## config.mk

```make
export PLATFORM = sky130hd
export DESIGN_NAME = uart_tx_arbiter_flat
export DESIGN_NICKNAME = d
export VERILOG_FILES = /design/src/rtl/uart_ctrl_pkg.sv /design/src/rtl/uart_tx_arbiter_if.sv /design/src/rtl/rr_arbiter4.sv /design/src/rtl/uart_tx_arbiter.sv /design/src/flat_wrapper.sv
export SDC_FILE = /design/constraint.sdc
export NUM_CORES = 1
export LEC_CHECK = 0
export BUFFER_PORTS_ARGS = -buffer_cell sky130_fd_sc_hd__buf_2
export CORE_UTILIZATION = 25
export CTS_CLUSTER_SIZE = 16
export DETAILED_ROUTE_END_ITERATION = 10
export GPL_TIMING_DRIVEN = 0
export PLACE_DENSITY = 0.55
export SLEW_MARGIN = 20
export SYNTH_ARGS = -nofsm -noshare
export SYNTH_HDL_FRONTEND = slang
export SYNTH_HIERARCHICAL = 1
export SYNTH_SLANG_ARGS = --single-unit
```

## constraint.sdc

```tcl
create_clock -name clk -period 2.32 [get_ports clk]
set_clock_uncertainty 0.05 [all_clocks]
set_input_delay 0.464 -clock clk [delete_from_list [all_inputs] [get_ports clk]]
set_output_delay 0.464 -clock clk [all_outputs]
set_load 0.05 [all_outputs]
```

## src/rtl/uart_ctrl_pkg.sv

```systemverilog
// Shared definitions for the UART transmit controller: FSM states, requester count,
// default frame length and a byte-lane extraction helper.
package uart_ctrl_pkg;

    localparam int NREQ          = 4;
    localparam int FRAME_LEN_DEF = 20;

    typedef enum logic [2:0] {
        FLUSH = 3'd0,
        IDLE  = 3'd1,
        START = 3'd2,
        FRAME = 3'd3,
        GAP   = 3'd4
    } state_t;

    // Requester i owns byte lane [8i+7:8i] of the packed data bus.
    function automatic logic [7:0] byte_lane(input logic [31:0] data, input logic [1:0] idx);
        return data[{idx, 3'b000} +: 8];
    endfunction

endpackage

```

## src/rtl/uart_tx_arbiter_if.sv

```systemverilog
// Requester/transmitter bundle of the UART transmit arbiter.
// The master side drives requests and bytes; the slave side is the arbiter.
interface uart_tx_arbiter_if;
    logic [3:0]  req;
    logic [31:0] data;
    logic [3:0]  ack;
    logic        tx_ce;
    logic [7:0]  tx_data;
    logic [1:0]  gnt_id;
    logic        busy;

    modport master (output req, data, input ack, tx_ce, tx_data, gnt_id, busy);
    modport slave  (input req, data, output ack, tx_ce, tx_data, gnt_id, busy);
endinterface

```

## src/rtl/rr_arbiter4.sv

```systemverilog
// Four-way round-robin winner selection starting at ptr; with prio_en set,
// requester 0 wins outright and 1..3 rotate among themselves.
module rr_arbiter4
    import uart_ctrl_pkg::*;
(
    input  logic [NREQ-1:0] req,
    input  logic [1:0]      ptr,
    input  logic            prio_en,
    output logic            valid,
    output logic [1:0]      index
);

    logic [NREQ-1:0] masked_s;
    logic [1:0]      cand_s;

    // Scan from farthest to nearest so the candidate closest to ptr is kept last.
    always_comb begin
        masked_s = prio_en ? (req & 4'b1110) : req;
        valid    = 1'b0;
        index    = 2'd0;
        cand_s   = 2'd0;
        if (prio_en && req[0]) begin
            valid = 1'b1;
            index = 2'd0;
        end else begin
            for (int k = 3; k >= 0; k--) begin
                cand_s = ptr + 2'(k);
                valid  = valid | masked_s[cand_s];
                index  = masked_s[cand_s] ? cand_s : index;
            end
        end
    end

endmodule

```

## src/rtl/uart_tx_arbiter.sv

```systemverilog
// Arbitrates four byte requesters onto one UART transmitter with a FRAME_LEN-clock frame.
// Define UART_TX_ARB_PRIO_EN to give requester 0 absolute priority.
module uart_tx_arbiter
    import uart_ctrl_pkg::*;
#(
    parameter int FRAME_LEN = FRAME_LEN_DEF,
    parameter int GAP_LEN   = 2
) (
    input  logic               clk,
    input  logic               rst,
    uart_tx_arbiter_if.slave   bus
);

    localparam logic [4:0] FLUSH_LAST = 5'(FRAME_LEN - 1);
    localparam logic [4:0] FRAME_LAST = 5'(FRAME_LEN - 2);
    localparam logic [4:0] GAP_LAST   = 5'(GAP_LEN - 1);

`ifdef UART_TX_ARB_PRIO_EN
    localparam logic PRIO_EN = 1'b1;
`else
    localparam logic PRIO_EN = 1'b0;
`endif

    state_t      state_r, state_next_s;
    logic [4:0]  cnt_r, cnt_next_s;
    logic [1:0]  ptr_r;
    logic        tx_ce_r, tx_ce_next_s;
    logic [7:0]  tx_data_r;
    logic [1:0]  gnt_id_r;
    logic [3:0]  ack_r, ack_next_s;
    logic        busy_r;
    logic        grant_s;
    logic        win_valid_s;
    logic [1:0]  win_idx_s;

    rr_arbiter4 u_arb (
        .req     (bus.req),
        .ptr     (ptr_r),
        .prio_en (PRIO_EN),
        .valid   (win_valid_s),
        .index   (win_idx_s)
    );

    // Next-state, frame/gap counting and strobe generation.
    always_comb begin
        state_next_s = state_r;
        cnt_next_s   = cnt_r;
        ack_next_s   = 4'b0000;
        tx_ce_next_s = 1'b1;
        grant_s      = 1'b0;
        case (state_r)
            FLUSH: begin
                if (cnt_r == 5'd0) begin
                    state_next_s = IDLE;
                end else begin
                    cnt_next_s = cnt_r - 5'd1;
                end
            end
            IDLE: begin
                if (win_valid_s) begin
                    state_next_s = START;
                    tx_ce_next_s = 1'b0;
                    grant_s      = 1'b1;
                end else begin
                    state_next_s = IDLE;
                end
            end
            START: begin
                state_next_s = FRAME;
                cnt_next_s   = FRAME_LAST;
            end
            FRAME: begin
                if (cnt_r == 5'd0) begin
                    ack_next_s = 4'b0001 << gnt_id_r;
                    if (GAP_LEN == 0) begin
                        state_next_s = IDLE;
                    end else begin
                        state_next_s = GAP;
                        cnt_next_s   = GAP_LAST;
                    end
                end else begin
                    cnt_next_s = cnt_r - 5'd1;
                end
            end
            GAP: begin
                if (cnt_r == 5'd0) begin
                    state_next_s = IDLE;
                end else begin
                    cnt_next_s = cnt_r - 5'd1;
                end
            end
            default: begin
                state_next_s = FLUSH;
                cnt_next_s   = FLUSH_LAST;
            end
        endcase
    end

    // State, counter and registered outputs; the grant is latched only when leaving IDLE.
    always_ff @(posedge clk) begin
        if (rst) begin
            state_r   <= FLUSH;
            cnt_r     <= FLUSH_LAST;
            ptr_r     <= 2'd0;
            tx_ce_r   <= 1'b1;
            tx_data_r <= 8'h00;
            gnt_id_r  <= 2'd0;
            ack_r     <= 4'b0000;
            busy_r    <= 1'b1;
        end else begin
            state_r <= state_next_s;
            cnt_r   <= cnt_next_s;
            tx_ce_r <= tx_ce_next_s;
            ack_r   <= ack_next_s;
            busy_r  <= (state_next_s != IDLE);
            if (grant_s) begin
                tx_data_r <= byte_lane(bus.data, win_idx_s);
                gnt_id_r  <= win_idx_s;
                ptr_r     <= win_idx_s + 2'd1;
            end else begin
                tx_data_r <= tx_data_r;
                gnt_id_r  <= gnt_id_r;
                ptr_r     <= ptr_r;
            end
        end
    end

    assign bus.tx_ce   = tx_ce_r;
    assign bus.tx_data = tx_data_r;
    assign bus.gnt_id  = gnt_id_r;
    assign bus.ack     = ack_r;
    assign bus.busy    = busy_r;

endmodule

```

## src/flat_wrapper.sv

```systemverilog
// flat-port wrapper written by rule: the top's interface ports become plain ports
module uart_tx_arbiter_flat import uart_ctrl_pkg::*;
#(
    parameter int FRAME_LEN = FRAME_LEN_DEF,
    parameter int GAP_LEN   = 2
)
  (clk, rst, bus_req, bus_data, bus_ack, bus_tx_ce, bus_tx_data, bus_gnt_id, bus_busy);
  uart_tx_arbiter_if bus_i ();
  input  logic clk;
  input  logic rst;
  input wire logic [$bits(bus_i.req)-1:0] bus_req;
  input wire logic [$bits(bus_i.data)-1:0] bus_data;
  output wire logic [$bits(bus_i.ack)-1:0] bus_ack;
  output wire logic [$bits(bus_i.tx_ce)-1:0] bus_tx_ce;
  output wire logic [$bits(bus_i.tx_data)-1:0] bus_tx_data;
  output wire logic [$bits(bus_i.gnt_id)-1:0] bus_gnt_id;
  output wire logic [$bits(bus_i.busy)-1:0] bus_busy;
  assign bus_i.req = bus_req;
  assign bus_i.data = bus_data;
  assign bus_ack = bus_i.ack;
  assign bus_tx_ce = bus_i.tx_ce;
  assign bus_tx_data = bus_i.tx_data;
  assign bus_gnt_id = bus_i.gnt_id;
  assign bus_busy = bus_i.busy;
  uart_tx_arbiter #(.FRAME_LEN(FRAME_LEN), .GAP_LEN(GAP_LEN)) u_core (.clk(clk), .rst(rst), .bus(bus_i));
endmodule
```

==> results.py <==
metrics = {
    "power_and_ir_drop": {
        "power_w": 0.00104,
        "power_density_mw_per_mm2": 499,
        "power_leakage_nw": 0.820,
        "ir_drop_mv": 0.293,
    },
    "clock_tree": {
        "path_clk_slew_ps": 90,
        "clock_latency_ps": 270,
        "numCtsBuffers": 3,
        "cts_buffer_depth": 2,
        "tritoncts": "built",
        "cts_num_sinks": 26,
        "ctsRootBufferMaster": "clkbuf_8",
        "cts_max_level": 1,
        "cts_hold_buffers": 0,
    },
    "sta": {
        "maxSlewHeadroom_pct": 58.2,
        "min_period_ps": 2340,
        "finalSetupTns_ps": -20.5,
        "final_max_slew_viol_count": 0,
        "rsz0062_at_grt": "yes",
        "worst_slack_ps": -20.5,
        "period_share_pct": 101,
        "worst_pin_slew_ps": 627,
        "fmax_mhz": 427,
        "hold-worst-slack_ps": 406,
        "finalHoldViolCount": 0,
        "finalSetupViolations": 1,
    },
    "global_route": {
        "grt.total_usage_pct": 11.1,
        "grt_overflow": 0,
        "antenna_found_initial": 0,
        "grt_start_max_net_pins": 16,
        "grt_pass1_wl_um": 5740,
        "first_global_vias": 1254,
    },
    "floorplanning": {
        "chipWidth_um": 80.4,
        "rows": 28,
        "core-area_mm2": 0.00592,
        "die_h_um": 80.4,
        "pin_count": 54,
        "start_util_pct": 26.0,
        "die-area_mm2": 0.00647,
    },
    "yosys": {
        "yosys.cell_types.count": 50,
        "synth_area_mm2": 0.00154,
        "synth.ff_latch_count": 26,
        "synth_compound_area_share_pct": 18.0,
        "yosys-mux-area-fraction_pct": 13.1,
        "synth_top_family_by_area": "simple AND/OR/NAND/NOR gates",
        "synth_ff_type": "dfxtp_1",
        "seq_area_frac_synth_pct": 33.8,
        "netlist_instances": 167,
        "synth_edf_count": 0,
        "syn_area_per_cell_um2": 9.21,
        "synth.top_cell.area_share_pct": 33.8,
        "synth_warnings": 6,
        "synth_xor_area_share_pct": 0.570,
        "ys_async_sr_fraction_pct": 0,
        "yosysTopAreaCell": "dfxtp_1",
        "synth_fa_ha_area_share_pct": 0.814,
        "post_synth_main_area_contributors": "dfxtp_1 34%, mux4_2 12%, nand2_1 6.1%",
        "synth_simple_gate_area_share_pct": 25.8,
    },
    "critical_path": {
        "crit_start": "bus_req[0]",
        "r2r-start": "u_core/ptr_r[0]$_SDFFE_PP0P_",
        "crit_required_ps": 2440,
        "path_buf_inv": 3,
        "worst_path_largest_cell_delay_ps": 490,
        "crit_fanout": 7,
        "path_delay_family": "multiplexers",
        "crit_chain": "buf_2, nor4bb_1, o21a_1, a311oi_2, mux2i_2, buf_4, buf_4, mux4_2, nand2_2, a21oi_2",
        "worstPathArrival_ps": 2460,
        "end_kind": "register",
        "crit_path_top_delay_cell": "mux4_2",
        "path_class": "in -> reg",
        "reg2reg_depth": 9,
        "crit_cells": 10,
        "cpMostUsedCell": "buf_4",
        "start_kind": "primary input",
    },
    "placement": {
        "dpl_cell_area_mm2": 0.00191,
        "gp_congestion": 0.747,
        "place.detailed.hpwl_um": 2720,
        "portBuffers": 52,
    },
    "routing": {
        "drt-pass1-iter-count": 4,
        "via_per_inst": 4.73,
        "vias": 1465,
        "drt-initial-drc-count": 80,
        "ant_nets": 0,
        "drc": 0,
        "drt-total-wl_um": 3750,
        "wl_per_cell_um": 12.1,
    },
    "run_status": {
        "violations": "setup timing",
        "status": "finished with violations",
    },
    "finish": {
        "nets": 275,
        "utilization_pct": 35.1,
        "drive_gt1_share_pct": 43.0,
        "fin_area_mm2": 0.00208,
        "area_delta_synth_final_pct": 35.2,
        "diodes": 0,
    },
    "worst_hold_path": {
        "hp-class": "reg -> reg",
        "worstHoldPathCells": 2,
        "min_from": "u_core/bus.tx_data[2]$_SDFFE_PP0P_",
    },
    "job": {
        "maxCapViolCount": 0,
    },
}
[worst register-to-register path: cells and delay by family (launching register included)]
kind / cells / cell delay [ps]
compound gates: 3 / 470
buf+inv: 2 / 270
flops: 1 / 370
mux: 2 / 870
simple gates: 2 / 220
[routing by layer]
metal	GRT usage, %	up-vias	routed length [µm]
li1	-	744	-
met2	17.1	40	1730
met3	2.05	2	147
met4	1.07	0	18
met1	16.4	679	1850
met5	0	-	0
[worst paths after layout]
path / endpoint / slack [ps]
max: u_core/bus.tx_data[7]$_SDFFE_PP0P_ / -20
min: u_core/bus.tx_data[2]$_SDFFE_PP0P_ / 410
max reg2reg: u_core/bus.tx_data[7]$_SDFFE_PP0P_ / -20
min reg2reg: u_core/bus.tx_data[2]$_SDFFE_PP0P_ / 410
[cells in the mapped netlist, types with 2 or more instances]
master,number
mux4_2,8
a211oi_1,4
nand3_1,3
nor2_2,2
clkbuf_1,2
a21oi_1,13
buf_4,3
nand2b_1,6
nor2_1,9
a221oi_1,2
nand2_1,25
o311ai_0,2
dfxtp_1,26
nand4b_1,2
a221o_1,2
buf_2,3
o21ai_0,5
clkbuf_8,2
nor4_1,3
nor3b_1,2
o21a_1,3
inv_1,9
nor3_1,4
[power breakdown]
part           internal [W]  leakage (nW)  switching, W
registers          0.000456         0.212     0.0000158
clock network      0.000231        0.0357      0.000141
logic              0.000111         0.572     0.0000823
total              0.000798         0.820      0.000240
[stage by stage]
step	worst slack, ps	cells
3_3_place_gp	-295	299
6_report	-20.5	310
3_5_place_dp	-301	299
4_1_cts	2.01	304
5_1_grt	-73.4	310
2_1_floorplan	32.9	172
[kinds of logic after synthesis]
group | Yosys count
adder cells (fa/ha/maj) | 1
AND/OR/NAND/NOR | 68
multiplexers | 10
AO/OA/AOI/OAI | 40
XOR/XNOR | 1
other | 1
flip-flops | 26
buffers and inverters | 20
[sequential cells by signal, summed over array words and instances, names as in the netlist]
signal	flops
u_core/cnt_r	5
u_core/bus.tx_data	8
u_core/bus.ack	4
u_core/bus.tx_ce	1
u_core/bus.busy	1
u_core/bus.gnt_id	2
u_core/ptr_r	2
u_core/state_r	3
[cell usage in the layout, fill, tap and decap left out, types with 2 or more instances in the layout]
cell type / count
dfxtp_1: 24
nor3_1: 4
nand2_1: 22
o21a_1: 3
nor3b_1: 2
buf_2: 55
nor2_2: 2
nand4b_1: 2
inv_1: 9
a21oi_1: 10
nand2b_1: 5
clkbuf_1: 2
buf_4: 10
dfxtp_4: 2
mux4_2: 8
clkbuf_8: 5
nand3_1: 3
conb_1: 6
nand2b_4: 2
a211oi_1: 4
a221o_1: 2
nand2_2: 3
o311ai_0: 2
o21ai_0: 5
nor4_1: 3
a21oi_2: 3
nor2_1: 9
[repair_timing]
item,CTS,global route
buffers inserted,1,6
cloned,0,1
setup endpoints to repair,7,7
gates resized for setup,2,14
pin swaps,0,2
[layout make-up]
type | count | area (µm²)
Sequential cell | 26 | 528
Multi-Input combinational cell | 126 | 955
Clock inverter | 1 | 30.0
Inverter | 9 | 33.8
Clock buffer | 3 | 41.3
Fill cell | 594 | 3840
Timing Repair Buffer | 60 | 320
Tap cell | 75 | 93.8
Buffer | 10 | 76.3
(Power assumes the default switching activity.)
